$ cat config.mk
export PLATFORM = sky130hd
export DESIGN_NAME = processador_multiciclo_gen
export DESIGN_NICKNAME = d
export VERILOG_FILES = /design/src/rtl/processador_multiciclo_gen.sv
export SDC_FILE = /design/constraint.sdc
export NUM_CORES = 1
export LEC_CHECK = 0
export BUFFER_PORTS_ARGS = -buffer_cell sky130_fd_sc_hd__buf_4
export CAP_MARGIN = 25
export CORE_ASPECT_RATIO = 1.5
export CORE_MARGIN = 5
export CORE_UTILIZATION = 40
export DETAILED_ROUTE_END_ITERATION = 8
export GPL_ROUTABILITY_DRIVEN = 0
export MAX_ROUTING_LAYER = met4
export PLACE_DENSITY = 0.57
export SLEW_MARGIN = 20
export SYNTH_ARGS = -nofsm -noshare
export SYNTH_HDL_FRONTEND = slang
export SYNTH_SLANG_ARGS = --single-unit
$ cat constraint.sdc
create_clock -name Clock -period 4.4 [get_ports Clock]
set_clock_uncertainty 0.1 [all_clocks]
set_input_delay 0.22 -clock Clock [delete_from_list [all_inputs] [get_ports Clock]]
set_output_delay 0.22 -clock Clock [all_outputs]
set_load 0.005 [all_outputs]
$ cat src/rtl/processador_multiciclo_gen.sv
// rtl/processador_multiciclo_gen.sv - parametrised bus-based multicycle processor (optional Z/C flags: PROC_FLAGS_EN)
module processador_multiciclo_gen #(
    parameter int DATA_W = 16,
    parameter int RSEL_W = 3
) (
    input  logic              Clock,
    input  logic              Resetn,
    input  logic              Run,
    input  logic [DATA_W-1:0] DIN,
    output logic              Done,
    output logic [DATA_W-1:0] BusWires,
    output logic [DATA_W-1:0] Rx_data,
    output logic [DATA_W-1:0] Ry_data
`ifdef PROC_FLAGS_EN
    ,
    output logic              Zflag,
    output logic              Cflag
`endif
);
    localparam int IR_W = 3 + 2 * RSEL_W;
    localparam int NREG = 1 << RSEL_W;

    typedef enum logic [1:0] {T0, T1, T2, T3} tstep_t;

    typedef enum logic [2:0] {
        OP_MV   = 3'b000,
        OP_MVI  = 3'b001,
        OP_ADD  = 3'b010,
        OP_SUB  = 3'b011,
        OP_MVNZ = 3'b100,
        OP_AND  = 3'b101,
        OP_SLT  = 3'b110,
        OP_NOP  = 3'b111
    } opcode_t;

    typedef enum logic [2:0] {BUS_NONE, BUS_RX, BUS_RY, BUS_DIN, BUS_G} bus_sel_t;

    tstep_t             tstep;
    tstep_t             tstep_next;
    logic [IR_W-1:0]    ir;
    logic [DATA_W-1:0]  regs [NREG];
    logic [DATA_W-1:0]  reg_a;
    logic [DATA_W-1:0]  reg_g;
    opcode_t            opcode;
    logic [RSEL_W-1:0]  rx;
    logic [RSEL_W-1:0]  ry;

    logic               ir_we;
    logic               a_we;
    logic               g_we;
    logic               r_we;
    bus_sel_t           bus_sel;

    logic [DATA_W-1:0]  add_result;
    logic [DATA_W-1:0]  alu_result;
    logic               a_lt_b;

    assign opcode = opcode_t'(ir[IR_W-1 -: 3]);
    assign rx     = ir[2*RSEL_W-1 -: RSEL_W];
    assign ry     = ir[RSEL_W-1:0];

    // Instruction bits above the IR field carry no meaning and are discarded.
    generate
        if (DATA_W > IR_W) begin : g_din_hi
            logic unused_din_hi;
            assign unused_din_hi = ^DIN[DATA_W-1:IR_W];
        end
    endgenerate

    always_ff @(posedge Clock or negedge Resetn) begin
        if (!Resetn) begin
            tstep <= T0;
        end else begin
            tstep <= tstep_next;
        end
    end

    always_comb begin
        tstep_next = tstep;
        ir_we      = 1'b0;
        a_we       = 1'b0;
        g_we       = 1'b0;
        r_we       = 1'b0;
        Done       = 1'b0;
        bus_sel    = BUS_NONE;
        case (tstep)
            T0: begin
                if (Run) begin
                    ir_we      = 1'b1;
                    tstep_next = T1;
                end
            end
            T1: begin
                case (opcode)
                    OP_MV: begin
                        bus_sel    = BUS_RY;
                        r_we       = 1'b1;
                        Done       = 1'b1;
                        tstep_next = T0;
                    end
                    OP_MVI: begin
                        bus_sel    = BUS_DIN;
                        r_we       = 1'b1;
                        Done       = 1'b1;
                        tstep_next = T0;
                    end
                    OP_MVNZ: begin
                        bus_sel    = BUS_RY;
                        r_we       = (reg_g != '0);
                        Done       = 1'b1;
                        tstep_next = T0;
                    end
                    OP_NOP: begin
                        Done       = 1'b1;
                        tstep_next = T0;
                    end
                    default: begin
                        bus_sel    = BUS_RX;
                        a_we       = 1'b1;
                        tstep_next = T2;
                    end
                endcase
            end
            T2: begin
                bus_sel    = BUS_RY;
                g_we       = 1'b1;
                tstep_next = T3;
            end
            T3: begin
                bus_sel    = BUS_G;
                r_we       = 1'b1;
                Done       = 1'b1;
                tstep_next = T0;
            end
            default: tstep_next = T0;
        endcase
    end

    always_comb begin
        BusWires = '0;
        case (bus_sel)
            BUS_RX:  BusWires = regs[rx];
            BUS_RY:  BusWires = regs[ry];
            BUS_DIN: BusWires = DIN;
            BUS_G:   BusWires = reg_g;
            default: BusWires = '0;
        endcase
    end

    assign a_lt_b = (reg_a < BusWires);

`ifdef PROC_FLAGS_EN
    logic [DATA_W:0] sum_ext;
    logic            alu_carry;

    assign sum_ext    = {1'b0, reg_a} + {1'b0, BusWires};
    assign add_result = sum_ext[DATA_W-1:0];

    // Carry for add, borrow for sub; logical ops never produce one.
    always_comb begin
        alu_carry = 1'b0;
        case (opcode)
            OP_ADD:  alu_carry = sum_ext[DATA_W];
            OP_SUB:  alu_carry = a_lt_b;
            default: alu_carry = 1'b0;
        endcase
    end

    always_ff @(posedge Clock or negedge Resetn) begin
        if (!Resetn) begin
            Zflag <= 1'b0;
            Cflag <= 1'b0;
        end else if (g_we) begin
            Zflag <= (alu_result == '0);
            Cflag <= alu_carry;
        end
    end
`else
    assign add_result = reg_a + BusWires;
`endif

    always_comb begin
        alu_result = '0;
        case (opcode)
            OP_ADD:  alu_result = add_result;
            OP_SUB:  alu_result = reg_a - BusWires;
            OP_AND:  alu_result = reg_a & BusWires;
            OP_SLT:  alu_result = {{(DATA_W-1){1'b0}}, a_lt_b};
            default: alu_result = '0;
        endcase
    end

    always_ff @(posedge Clock or negedge Resetn) begin
        if (!Resetn) begin
            ir    <= '0;
            reg_a <= '0;
            reg_g <= '0;
        end else begin
            if (ir_we) ir    <= DIN[IR_W-1:0];
            if (a_we)  reg_a <= BusWires;
            if (g_we)  reg_g <= alu_result;
        end
    end

    always_ff @(posedge Clock or negedge Resetn) begin
        if (!Resetn) begin
            for (int i = 0; i < NREG; i++) regs[i] <= '0;
        end else if (r_we) begin
            regs[rx] <= BusWires;
        end
    end

    assign Rx_data = regs[rx];
    assign Ry_data = regs[ry];

endmodule

==> impl_metrics.toml <==
[timing]
setup_viol = 0
period_needed_ns = 4.262
worstMarginPinSlew_ns = 0.9918
hold_violations = 0
min_period_over_period_pct = 96.87
maxSlewHeadroom_pct = 33.59
slew_viol_final = 0
fmax_mhz = 234.6

[drt]
vias = 8930
drc = 0
drtIter0Drc = 701
drt_wl_total_microns = 34820
via_per_inst = 5.844
wl_per_cell_microns = 22.79
firstDrtPassIters = 7
ant_nets = 0

[yosys]
ys_types = 66
synth.area.mux_share_pct = 14.22
synth-seq-area-share_pct = 40.83
syn_inst = 1080
synthSimpleGateAreaFrac_pct = 12.71
synth-seq-cells = 171
synthAdderAreaFrac_pct = 4.202
avgSynthCellArea_sq_um = 9.705
netlist_top_cells_count = "dfrtp_1, nor2_1, a21oi_1"
synth_most_common_cell = "dfrtp_1"
synth_top_family_by_area = "compound AO/OA/AOI/OAI gates"
synth_compound_area_share_pct = 21.80
yosys_warnings = 0
synthesis.nets = 1133
synthArstFlopShare_pct = 100.0
yosys.area.top_type = "dfrtp_1"
yosys.area_share.xor_xnor_pct = 1.253
synth_edf_count = 0
synth_area_sq_um = 10480
synthTopCellsByArea = "dfrtp_1, mux4_2, a21oi_1"
synth_ff_type = "dfrtp_1"
yosysTopAreaCellShare_pct = 40.83

[status]
status = "finished clean"

[floorplanning]
start_util_pct = 40.54
dieArea_sq_um = 29610
io_pins = 68
chipWidth_microns = 142.2
die-height_microns = 208.3
core_sq_um = 25850
fp-row-count = 72

[worst_setup_path]
start_kind = "register"
end_kind = "register"
worstPathArrival_ns = 4.48
critPathKind = "reg2reg"
worstPathRequired_ns = 4.62
ff2ff_setup_slack_ns = 0.14
crit_path_max_fanout = 10

[clocking]
cts-root-buf = "clkbuf_16"
clock_latency_ns = 0.44
cts_tree = "built"
clockBufferDepth = 2
cts_made_buffers = 17
clk_pin_slew_ns = 0.08
cts_sinks = 171
htree_levels = 4

[global_routing]
grt_pass1_vias = 9025
grt-ovfl-total = 0
antenna_found_initial = 0
grt_max_degree = 93
grt_pass1_wl_microns = 53670
grt_usage_pct = 24.39

[finish]
insertedDiodeCount = 0
finalInstanceArea_sq_um = 12520
drive_above_1_share_pct = 25.36
area_growth_pct = 19.43
final_util_pct = 48.42
fillCellCount = 2430
nets = 1235

[job]
drv_cap = 0

[placement]
place_hpwl_microns = 25720
place_area_sq_um = 11720
port_buffers = 67

[worst_hold_path]
hold_class = "in2reg"
[worst max-delay path, cell delays in order (launching register included)]
cell      delay [ns]
dfrtp_4         0.53
buf_4           0.18
buf_12          0.13
mux4_2          0.41
mux2_2          0.32
a211oi_4        0.48
ha_1            0.36
o211ai_1        0.13
a21oi_1         0.32
o311a_1         0.32
a41oi_1         0.18
o31ai_1         0.28
xnor2_1         0.10
a221o_1         0.29
[timing repair]
action	CTS	global route
hold buffers	10	0
setup endpoints to repair	3	5
setup buffers	0	5
hold endpoints to repair	100	0
resized for setup	5	10
pin swaps	0	2
[layer usage]
layer / part of all wire, % / track usage (%)
met1: 39 / 28.91
met5: 0 / -
met2: 52 / 41.45
met3: 3.7 / 2.757
met4: 4.7 / 10.83
[logic make-up after synthesis]
kind of cell               count (synthesis)
xor gates and xnor gates                  15
DFF                                      171
muxes                                     92
AOI/OAI and AO/OA                        342
buffers and inverters                    119
adders and majority gates                 34
and+or+nand+nor                          307
[stage by stage]
step	cells	setup WS, ns	hold slack [ns]	TNS (ns)
6_report	1528	0.1379	0.01406	0
5_1_grt	1528	-0.0001408	0.005205	-0.0001408
4_1_cts	1523	0.05514	0.001323	0
3_5_place_dp	1481	-0.2334	0.2793	-0.2623
3_3_place_gp	1480	-0.1412	0.2837	-0.1412
2_1_floorplan	1080	0.3553	-0.1756	0
[flip-flops by register name (all words and copies together) (netlist names), named ones only]
name	cells
ir	9
regs	128
tstep	1
reg_g	16
reg_a	16
[final timing paths]
path	start	end	depth (start not counted)
max	ir[0]$_DFFE_PN0P_	reg_g[13]$_DFFE_PN0P_	13
min	DIN[4]	ir[4]$_DFFE_PN0P_	3
max reg2reg	ir[0]$_DFFE_PN0P_	reg_g[13]$_DFFE_PN0P_	13
min reg2reg	regs[106]$_DFFE_PN0P_	regs[106]$_DFFE_PN0P_	2
max in group asynchronous	Resetn	reg_g[11]$_DFFE_PN0P_	3
min in group asynchronous	Resetn	regs[4]$_DFFE_PN0P_	2
[layout by cell type (no fill, tap or decap), types with 7 or more instances in the layout]
| cell type | Yosys | routed |
|---|---|---|
| nor2b_1 | 8 | 7 |
| a22o_1 | 10 | 10 |
| o22ai_1 | 11 | 11 |
| a21o_1 | 19 | 19 |
| nand2b_1 | 14 | 13 |
| nand2_1 | 66 | 66 |
| a21oi_1 | 150 | 149 |
| mux2_2 | 35 | 35 |
| clkbuf_16 | 0 | 17 |
| o21ai_0 | 39 | 38 |
| mux2i_1 | 15 | 15 |
| a211oi_4 | 9 | 9 |
| nor2_1 | 168 | 162 |
| dlygate4sd3_1 | 0 | 10 |
| xnor2_1 | 12 | 12 |
| inv_1 | 38 | 38 |
| o31ai_1 | 7 | 7 |
| o221ai_1 | 7 | 7 |
| a211oi_1 | 8 | 8 |
| and2_1 | 13 | 13 |
| buf_4 | 5 | 146 |
| ha_1 | 32 | 32 |
| nand3_1 | 9 | 9 |
| o21ai_1 | 11 | 11 |
| dfrtp_1 | 171 | 167 |
| mux4_2 | 42 | 42 |
| a221oi_1 | 10 | 8 |
[layout make-up]
cell class                      instances  area (sq um)  share of cell area, %
Multi-Input combinational cell        790          5762                  46.03
Tap cell                              333         416.7                  3.328
Clock buffer                           18         429.2                  3.428
Clock inverter                         14         157.7                  1.259
Timing Repair Buffer                  164          1321                  10.55
Sequential cell                       171          4289                  34.26
Inverter                               38         142.6                  1.139
Power is not shown: default switching activity piles up to over one toggle a cycle in this logic, so the estimate is an artifact.
